**config.mk**
```make
export PLATFORM = sky130hd
export DESIGN_NAME = pe_accumulator
export DESIGN_NICKNAME = d
export VERILOG_FILES = /design/src/rtl/cnn_pkg.sv /design/src/rtl/requant_unit.sv /design/src/rtl/pe_accumulator.sv
export SDC_FILE = /design/constraint.sdc
export NUM_CORES = 1
export LEC_CHECK = 0
export CAP_MARGIN = 15
export CORE_MARGIN = 2
export CORE_UTILIZATION = 56
export DETAILED_ROUTE_END_ITERATION = 8
export PLACE_DENSITY = 0.82
export SYNTH_ARGS = -nofsm -noshare
export SYNTH_HDL_FRONTEND = slang
export SYNTH_HIERARCHICAL = 1
export SYNTH_SLANG_ARGS = --single-unit
```
**constraint.sdc**
```tcl
create_clock -name clk -period 4.05 [get_ports clk]
set_input_delay 0.81 -clock clk [delete_from_list [all_inputs] [get_ports clk]]
set_output_delay 0.81 -clock clk [all_outputs]
set_load 0.01 [all_outputs]
```
**src/rtl/cnn_pkg.sv**
```systemverilog
// cnn_pkg: shared widths, accumulator state encoding and output saturation.
package cnn_pkg;
  localparam int PRODUCT_WIDTH = 16;
  localparam int ACC_WIDTH = 24;
  localparam int OUT_WIDTH = 8;
  typedef enum logic [1:0] {ACC, POST, OUT} state_t;
  function automatic logic signed [OUT_WIDTH-1:0] saturate(input logic signed [ACC_WIDTH:0] v);
    logic signed [ACC_WIDTH:0] hi, lo;
    hi = {{(ACC_WIDTH-OUT_WIDTH+2){1'b0}}, {(OUT_WIDTH-1){1'b1}}};
    lo = ~hi;
    return v > hi ? {1'b0, {(OUT_WIDTH-1){1'b1}}} :
           v < lo ? {1'b1, {(OUT_WIDTH-1){1'b0}}} : v[OUT_WIDTH-1:0];
  endfunction
endpackage

```
**src/rtl/requant_unit.sv**
```systemverilog
// requant_unit: bias add, optional ReLU, arithmetic right shift and signed saturation.
module requant_unit import cnn_pkg::*; #(
  parameter int BIAS_WIDTH = 16
) (
  input  logic signed [ACC_WIDTH-1:0]  acc,
  input  logic signed [BIAS_WIDTH-1:0] bias,
  input  logic        [4:0]            shift,
  input  logic                         relu_en,
  output logic signed [OUT_WIDTH-1:0]  res
);
  logic signed [ACC_WIDTH:0] sum, pos, shifted;
  // One extra bit so the bias add can never wrap.
  assign sum = (ACC_WIDTH+1)'(acc) + (ACC_WIDTH+1)'(bias);
  assign pos = (relu_en && sum[ACC_WIDTH]) ? '0 : sum;
  assign shifted = pos >>> shift;
  assign res = saturate(shifted);
endmodule

```
**src/rtl/pe_accumulator.sv**
```systemverilog
// pe_accumulator: sums KERNEL_LEN signed PE products per pixel and emits a requantized
// 8-bit activation over a valid/ready handshake.
module pe_accumulator #(
  parameter int PRODUCT_WIDTH = cnn_pkg::PRODUCT_WIDTH,
  parameter int ACC_WIDTH     = cnn_pkg::ACC_WIDTH,
  parameter int BIAS_WIDTH    = 16,
  parameter int OUT_WIDTH     = cnn_pkg::OUT_WIDTH,
  parameter int KERNEL_LEN    = 9
) (
  input  logic                         clk,
  input  logic                         rst_n,
  input  logic signed [PRODUCT_WIDTH-1:0] product_input,
  input  logic                         product_valid,
  output logic                         product_ready,
  input  logic signed [BIAS_WIDTH-1:0] bias_input,
  input  logic        [4:0]            shift_amt,
  input  logic                         relu_en,
  output logic signed [OUT_WIDTH-1:0]  out_data,
  output logic                         out_valid,
  input  logic                         out_ready
);
  import cnn_pkg::*;
  localparam int CW = KERNEL_LEN > 1 ? $clog2(KERNEL_LEN) : 1;
  localparam logic [CW-1:0] LAST = CW'(KERNEL_LEN - 1);
  if (KERNEL_LEN < 1) begin : g_len_chk
    $error("KERNEL_LEN must be at least 1");
  end
  if (ACC_WIDTH < PRODUCT_WIDTH + $clog2(KERNEL_LEN)) begin : g_acc_chk
    $error("ACC_WIDTH too narrow for KERNEL_LEN products");
  end
  // The requant path is built at the package widths.
  if (ACC_WIDTH != cnn_pkg::ACC_WIDTH || OUT_WIDTH != cnn_pkg::OUT_WIDTH || BIAS_WIDTH > ACC_WIDTH) begin : g_pkg_chk
    $error("ACC_WIDTH/OUT_WIDTH must match cnn_pkg and BIAS_WIDTH must fit the accumulator");
  end
  state_t state_q, state_d;
  logic [CW-1:0] cnt_q, cnt_d;
  logic signed [ACC_WIDTH-1:0] acc_q, acc_d, prod_x;
  logic signed [BIAS_WIDTH-1:0] bias_q, bias_d;
  logic [4:0] shift_q, shift_d;
  logic relu_q, relu_d;
  logic signed [OUT_WIDTH-1:0] out_q, out_d, req;
  logic accept, first;
  assign product_ready = state_q == ACC;
  assign out_valid = state_q == OUT;
  assign out_data = out_q;
  assign accept = product_valid && product_ready;
  assign first = cnt_q == '0;
  assign prod_x = ACC_WIDTH'(product_input);
  always_comb begin
    state_d = state_q == ACC  ? ((accept && cnt_q == LAST) ? POST : ACC) :
              state_q == POST ? OUT : (out_ready ? ACC : OUT);
    cnt_d = accept ? (cnt_q == LAST ? '0 : cnt_q + CW'(1)) : cnt_q;
    acc_d = accept ? (first ? prod_x : acc_q + prod_x) : acc_q;
    bias_d = (accept && first) ? bias_input : bias_q;
    shift_d = (accept && first) ? shift_amt : shift_q;
    relu_d = (accept && first) ? relu_en : relu_q;
    out_d = state_q == POST ? req : out_q;
  end
  always_ff @(posedge clk or negedge rst_n) begin
    if (!rst_n) begin
      state_q <= ACC;
      cnt_q <= '0;
      acc_q <= '0;
      bias_q <= '0;
      shift_q <= '0;
      relu_q <= 1'b0;
      out_q <= '0;
    end else begin
      state_q <= state_d;
      cnt_q <= cnt_d;
      acc_q <= acc_d;
      bias_q <= bias_d;
      shift_q <= shift_d;
      relu_q <= relu_d;
      out_q <= out_d;
    end
  end
  requant_unit #(.BIAS_WIDTH(BIAS_WIDTH)) u_requant (
    .acc(acc_q),
    .bias(bias_q),
    .shift(shift_q),
    .relu_en(relu_q),
    .res(req)
  );
endmodule

```
## Word level (Yosys, flattened, before mapping)

Cells that the tools add are included.
W data, S select, Z words.

- Bits in registers: 60
- Input port bits: 42
- Output and inout port bits: 10
- Logic and storage cells: 31

- $add $sub $neg: 3
- $lt $le $gt $ge: 2
- Equal/unequal tests: 3
- Shifts and indexed selects: 1
- Mux-type cells: 9
- Reduce and logical (&&, ||, !) cells: 6

Operators by type and width:

| operator | number |
|---|---|
| $add A24 B16 Y25 | 1 |
| $gt A25 B8 Y1 const B | 1 |
| $lt A25 B8 Y1 const B | 1 |
| $mux W25 | 1 |
| $sshr A25 B5 Y25 | 1 |
| $add A24 B16 Y24 | 1 |
| $mux W24 | 1 |
| $mux W8 | 2 |
| $mux W2 | 3 |
| $add A4 B1 Y4 const B | 1 |
| $eq A4 B4 Y1 const B | 1 |
| $logic_and A1 B1 Y1 | 4 |
| $logic_not A4 Y1 | 1 |
| $mux W4 | 1 |
| $eq A2 B1 Y1 const B | 1 |
| $eq A2 B2 Y1 const B | 1 |
| $logic_not A2 Y1 | 1 |
| $mux W1 | 1 |

## Longest topological paths before layout

- Word-level depth: 7
- Gate-level depth with buffers: 18
- Gate-level depth less buffers: 16

## Hierarchy

Netlist, hierarchy kept.

By module, submodules not included:

| module | instances | cells an instance | area an instance (µm²) | seq. area each (µm²) |
|---|---|---|---|---|
| requant_unit | 1 | 636 | 4226.6 | 0.0 |
| pe_accumulator | 1 | 417 | 3606.0 | 1501.4 |

## Worst setup path after synthesis

No wires, ideal clock.

- Path kind: flip-flop to flip-flop
- Start: register bias_q[15]
- End: register out_q[6] (netlist: out_data[6])
- Library setup time: 0.125 ns
- Arrival: 3.854 ns
- Required time: 3.925 ns
- Path slack: 0.072 ns
- Cell stages (with the launch flop): 15
- Buffers on the path: 1
- Clock period less this slack: 3.978 ns
- Path through: dfrtp_1 ha_1 buf_2 a21oi_1 o211ai_1 a221oi_1 and3_1 mux2_4 a311oi_1 nor2_1 a2111oi_4 nand4_1 o41ai_4 a211oi_1 mux2_2

- Longest elaborated chain between the ends: 7
- Elaborated cells on any way between the ends: 8
- Classes of those cells: add/sub: 1; order compare: 2; shift: 1; mux: 3; reduce/logical: 1

RTL lines:

| item | RTL line | RTL |
|---|---|---|
| start: declaration | pe_accumulator.sv:38 | `logic signed [BIAS_WIDTH-1:0] bias_q, bias_d;` |
| start signal: assignment | pe_accumulator.sv:72 | `bias_q <= bias_d;` |
| $add A24 B16 Y25 (*) | requant_unit.sv:13 | `assign sum = (ACC_WIDTH+1)'(acc) + (ACC_WIDTH+1)'(bias);` |
| $logic_and A1 B1 Y1 | requant_unit.sv:14 | `assign pos = (relu_en && sum[ACC_WIDTH]) ? '0 : sum;` |
| $mux W25 (*) | requant_unit.sv:14 |  |
| $sshr A25 B5 Y25 (*) | requant_unit.sv:15 | `assign shifted = pos >>> shift;` |
| $lt A25 B8 Y1 | cnn_pkg.sv:12 | `v < lo ? {1'b1, {(OUT_WIDTH-1){1'b0}}} : v[OUT_WIDTH-1:0];` |
| $mux W8 | cnn_pkg.sv:12 |  |
| $mux W8 (*) | cnn_pkg.sv:11 | `return v > hi ? {1'b0, {(OUT_WIDTH-1){1'b1}}} :` |
| named net req[6] | pe_accumulator.sv:41 | `logic signed [OUT_WIDTH-1:0] out_q, out_d, req;` |
| end signal: assignment | pe_accumulator.sv:75 | `out_q <= out_d;` |
| end: declaration | pe_accumulator.sv:41 |  |

The timed path passes the listed nets; every way through them passes the cells marked *.
A chain may end at the register's enable or synchronous reset.

## Final worst setup path

- Start: register acc_q[1]
- End: register out_q[1] (netlist: out_data[1])

- Longest elaborated chain between the ends: 7
- Elaborated cells on any way between the ends: 8
- Classes of those cells: add/sub: 1; order compare: 2; shift: 1; mux: 3; reduce/logical: 1

RTL lines:

| item | RTL line | RTL |
|---|---|---|
| start: declaration | pe_accumulator.sv:37 | `logic signed [ACC_WIDTH-1:0] acc_q, acc_d, prod_x;` |
| start signal: assignment | pe_accumulator.sv:63 | `acc_q <= '0;` |
| start signal: assignment | pe_accumulator.sv:71 | `acc_q <= acc_d;` |
| $add A24 B16 Y25 (*) | requant_unit.sv:13 |  |
| $logic_and A1 B1 Y1 | requant_unit.sv:14 |  |
| $mux W25 (*) | requant_unit.sv:14 |  |
| $sshr A25 B5 Y25 (*) | requant_unit.sv:15 |  |
| $lt A25 B8 Y1 | cnn_pkg.sv:12 |  |
| $mux W8 | cnn_pkg.sv:12 |  |
| $mux W8 (*) | cnn_pkg.sv:11 |  |
| named net req[1] | pe_accumulator.sv:41 |  |

Marked as above.

==> qor.yml <==
route:
  drtAntennaViolNets: 0
  wl_um: 30600
  dr.pass1.iters: 9
  drc: 1
  via_per_inst: 6.80
  wl_per_cell_um: 21.0
  num_vias: 9874
  drtIter0Drc: 1361
die:
  dieWidth_um: 122
  dieArea_um2: 14900
  rows: 43
  core_area_um2: 13800
  initial_core_util: 0.569
  io_pins: 52
  die_y_um: 122
yosys:
  ys.flop_type: "dfrtp_1"
  synth_edf_count: 0
  synth_area_leaders: "dfrtp_1 19%, nand2_1 8.0%, ha_1 7.8%"
  synth.ff_latch_count: 60
  synth_top_area_share: 0.192
  syn_nets: 1146
  yosys.area.top_type: "dfrtp_1"
  syn_area_per_cell_um2: 7.44
  synthCells: 1053
  yosysSeqAreaShare: 0.192
  async_reset_ff_frac: 1.00
  synth.distinct_cells: 103
  synthesis.yosys.warnings: 6
  synth_area_um2: 7830
worst_hold_path:
  min_path_type: "flop to flop"
  whs_endpoint: "bias_q[3]"
  hold_depth: 2
  min_from: "bias_q[3]"
setup_path:
  worstPathRequired_ns: 4.27
  worst_setup_path_end_kind: "flop"
  r2r_cells: 14
  worst-r2r-setup-slack_ns: -0.15
  crit_path_max_fanout: 7
  crit_type: "flop to flop"
  rr_endpoint: "out_data[1]"
  cp-start-kind: "flop"
  r2r-start: "acc_q[1]"
  cp.arrival_ns: 4.42
flow_run:
  cap_violations: 0
layout:
  diodes: 0
  area_delta_synth_final_pct: 38.7
  stdcell_count: 1453
  drive_gt1_frac: 0.302
  fin_nets: 1361
global_routing:
  grt-ovfl-total: 0
  grt_pass1_wl_um: 46000
  grt_max_degree: 43
  grt_pass1_vias: 9291
  track_usage: 0.385
  antenna_found_initial: 0
placed_design:
  port_buffers: 51
  hpwl_um: 20600
  dp_cells: 1413
  gp_congestion: 1.03
clock_tree:
  clk_pin_slew_ns: 0.06
  tritoncts: "built"
  clkSinkCount: 60
  clock_latency_ns: 0.34
  hold_buffers: 0
  cts_buffers: 9
  clockBufferDepth: 2
  htreeDepth: 3
  root_buffer: "clkbuf_16"
timing:
  finalSetupViolCount: 7
  maxSlewHeadroom: 0.318
  skew_ns: 0.00555
  final.setup.worst_slack_ns: -0.148
  rsz0062_at_grt: "true"
  min_period_over_period: 1.04
  tns_ns: -0.892
  worst_slew_pin_slew_ns: 1.02
  slew_viol_final: 0
  hold_viol: 0
  fmax_ghz: 0.238
  layout_min_cycle_time_ns: 4.20
status:
  violations: "design-rule violations, negative setup slack"
  outcome: "complete, but fails checks"
==> worst max-delay path, stage by stage (launching register included) <==
cell and delay (ns):
dfrtp_1 0.44, ha_1 0.31, a21o_1 0.22, and4_1 0.24
o21ai_1 0.33, a21oi_2 0.18, or3_4 0.41, a211o_1 0.36
a22o_1 0.24, o21a_1 0.11, o41a_1 0.45, o41ai_4 0.23
buf_4 0.20, a211oi_2 0.07, mux2_4 0.29
==> placed cells by master (no fill, tap or decap), drive strengths merged, types with 22 or more instances in the layout <==
| master | n |
|---|---|
| buf | 218 |
| nand2 | 170 |
| a21oi | 98 |
| nor2 | 85 |
| o21ai | 71 |
| dfrtp | 60 |
| clkdlybuf4s50 | 50 |
| ha | 49 |
| nor3 | 33 |
| a211oi | 29 |
| o211ai | 26 |
| nand3 | 24 |
| a21o | 24 |
| inv | 22 |
==> synth_stat cells, types with 15 or more instances <==
cell type / n
a21oi_1: 90
o21ai_1: 15
nor2_1: 83
o21ai_0: 53
nor3_1: 33
xnor2_1: 16
ha_1: 49
dfrtp_1: 60
inv_1: 21
a211oi_1: 26
nand2_1: 166
o21a_1: 17
buf_2: 17
o211ai_1: 25
clkbuf_1: 37
nand3_1: 24
a21o_1: 23
==> how the worst max path moves through the flow <==
| stage | slack [ns] | cells after the start | endpoint | startpoint |
|---|---|---|---|---|
| floorplan | 0.07 | 14 | out_data[6] | bias_q[15] |
| global placement | -0.24 | 16 | out_data[0] | bias_q[15] |
| detailed placement | -0.30 | 15 | out_data[1] | bias_q[15] |
| CTS | -0.02 | 17 | out_data[1] | bias_q[0] |
| global route | -0.30 | 16 | out_data[0] | acc_q[5] |
| finish | -0.15 | 14 | out_data[1] | acc_q[1] |
==> timing repair <==
action	4_1_cts	5_1_grt
gates resized for setup	80	51
setup buffers	19	7
endpoints found under the setup margin	7	7
pin swaps	29	19
cloned	0	0
==> area by class of cell <==
type / instances / area (um^2)
clock inverters: 4 / 48.8
flip-flops and latches: 60 / 1500
multi-input cells: 905 / 6580
well taps: 180 / 225
fillers: 932 / 2910
repair buffers: 268 / 2180
inverters: 24 / 90.1
clock buffers: 12 / 246
==> flip-flops by register name, indices dropped and copies added, names as in the netlist <==
signal / count
cnt_q: 4
bias_q: 16
out_data: 8
state_q: 2
relu_q: 1
shift_q: 5
acc_q: 24
==> cells by family after synthesis <==
kind of cell / Yosys count / synth area share
simple gates: 417 / 0.257
xor+xnor: 26 / 0.0291
flops: 60 / 0.192
compound gates: 384 / 0.350
mux: 27 / 0.0388
fa+ha+maj: 51 / 0.0834
buf+inv: 88 / 0.0498
==> per-stage QoR <==
| stage | hold slack [ns] | setup WS, ns | utilization | cell area, um^2 |
|---|---|---|---|---|
| 6_report | 0.500 | -0.148 | 0.789 | 10900 |
| 5_1_grt | 0.517 | -0.295 | 0.789 | 10900 |
| 4_1_cts | 0.485 | -0.0167 | 0.765 | 10500 |
| 3_5_place_dp | 0.472 | -0.299 | 0.707 | 9730 |
| 3_3_place_gp | 0.460 | -0.244 | 0.707 | 9730 |
| 2_1_floorplan | 0.444 | 0.0717 | - | 7830 |
==> metal layers <==
| layer | wire [um] | part of all wire | track usage | vias to the layer above |
|---|---|---|---|---|
| li1 | - | - | - | 4420 |
| met1 | 11700 | 0.38 | 0.480 | 4572 |
| met2 | 14300 | 0.47 | 0.638 | 667 |
| met3 | 2380 | 0.078 | 0.0511 | 215 |
| met4 | 2140 | 0.070 | 0.221 | 0 |
| met5 | 0 | 0 | 0 | - |
Power is left out: the tool's default activity adds up to more than one toggle a clock period on the data nets, which glitch-free logic cannot reach.
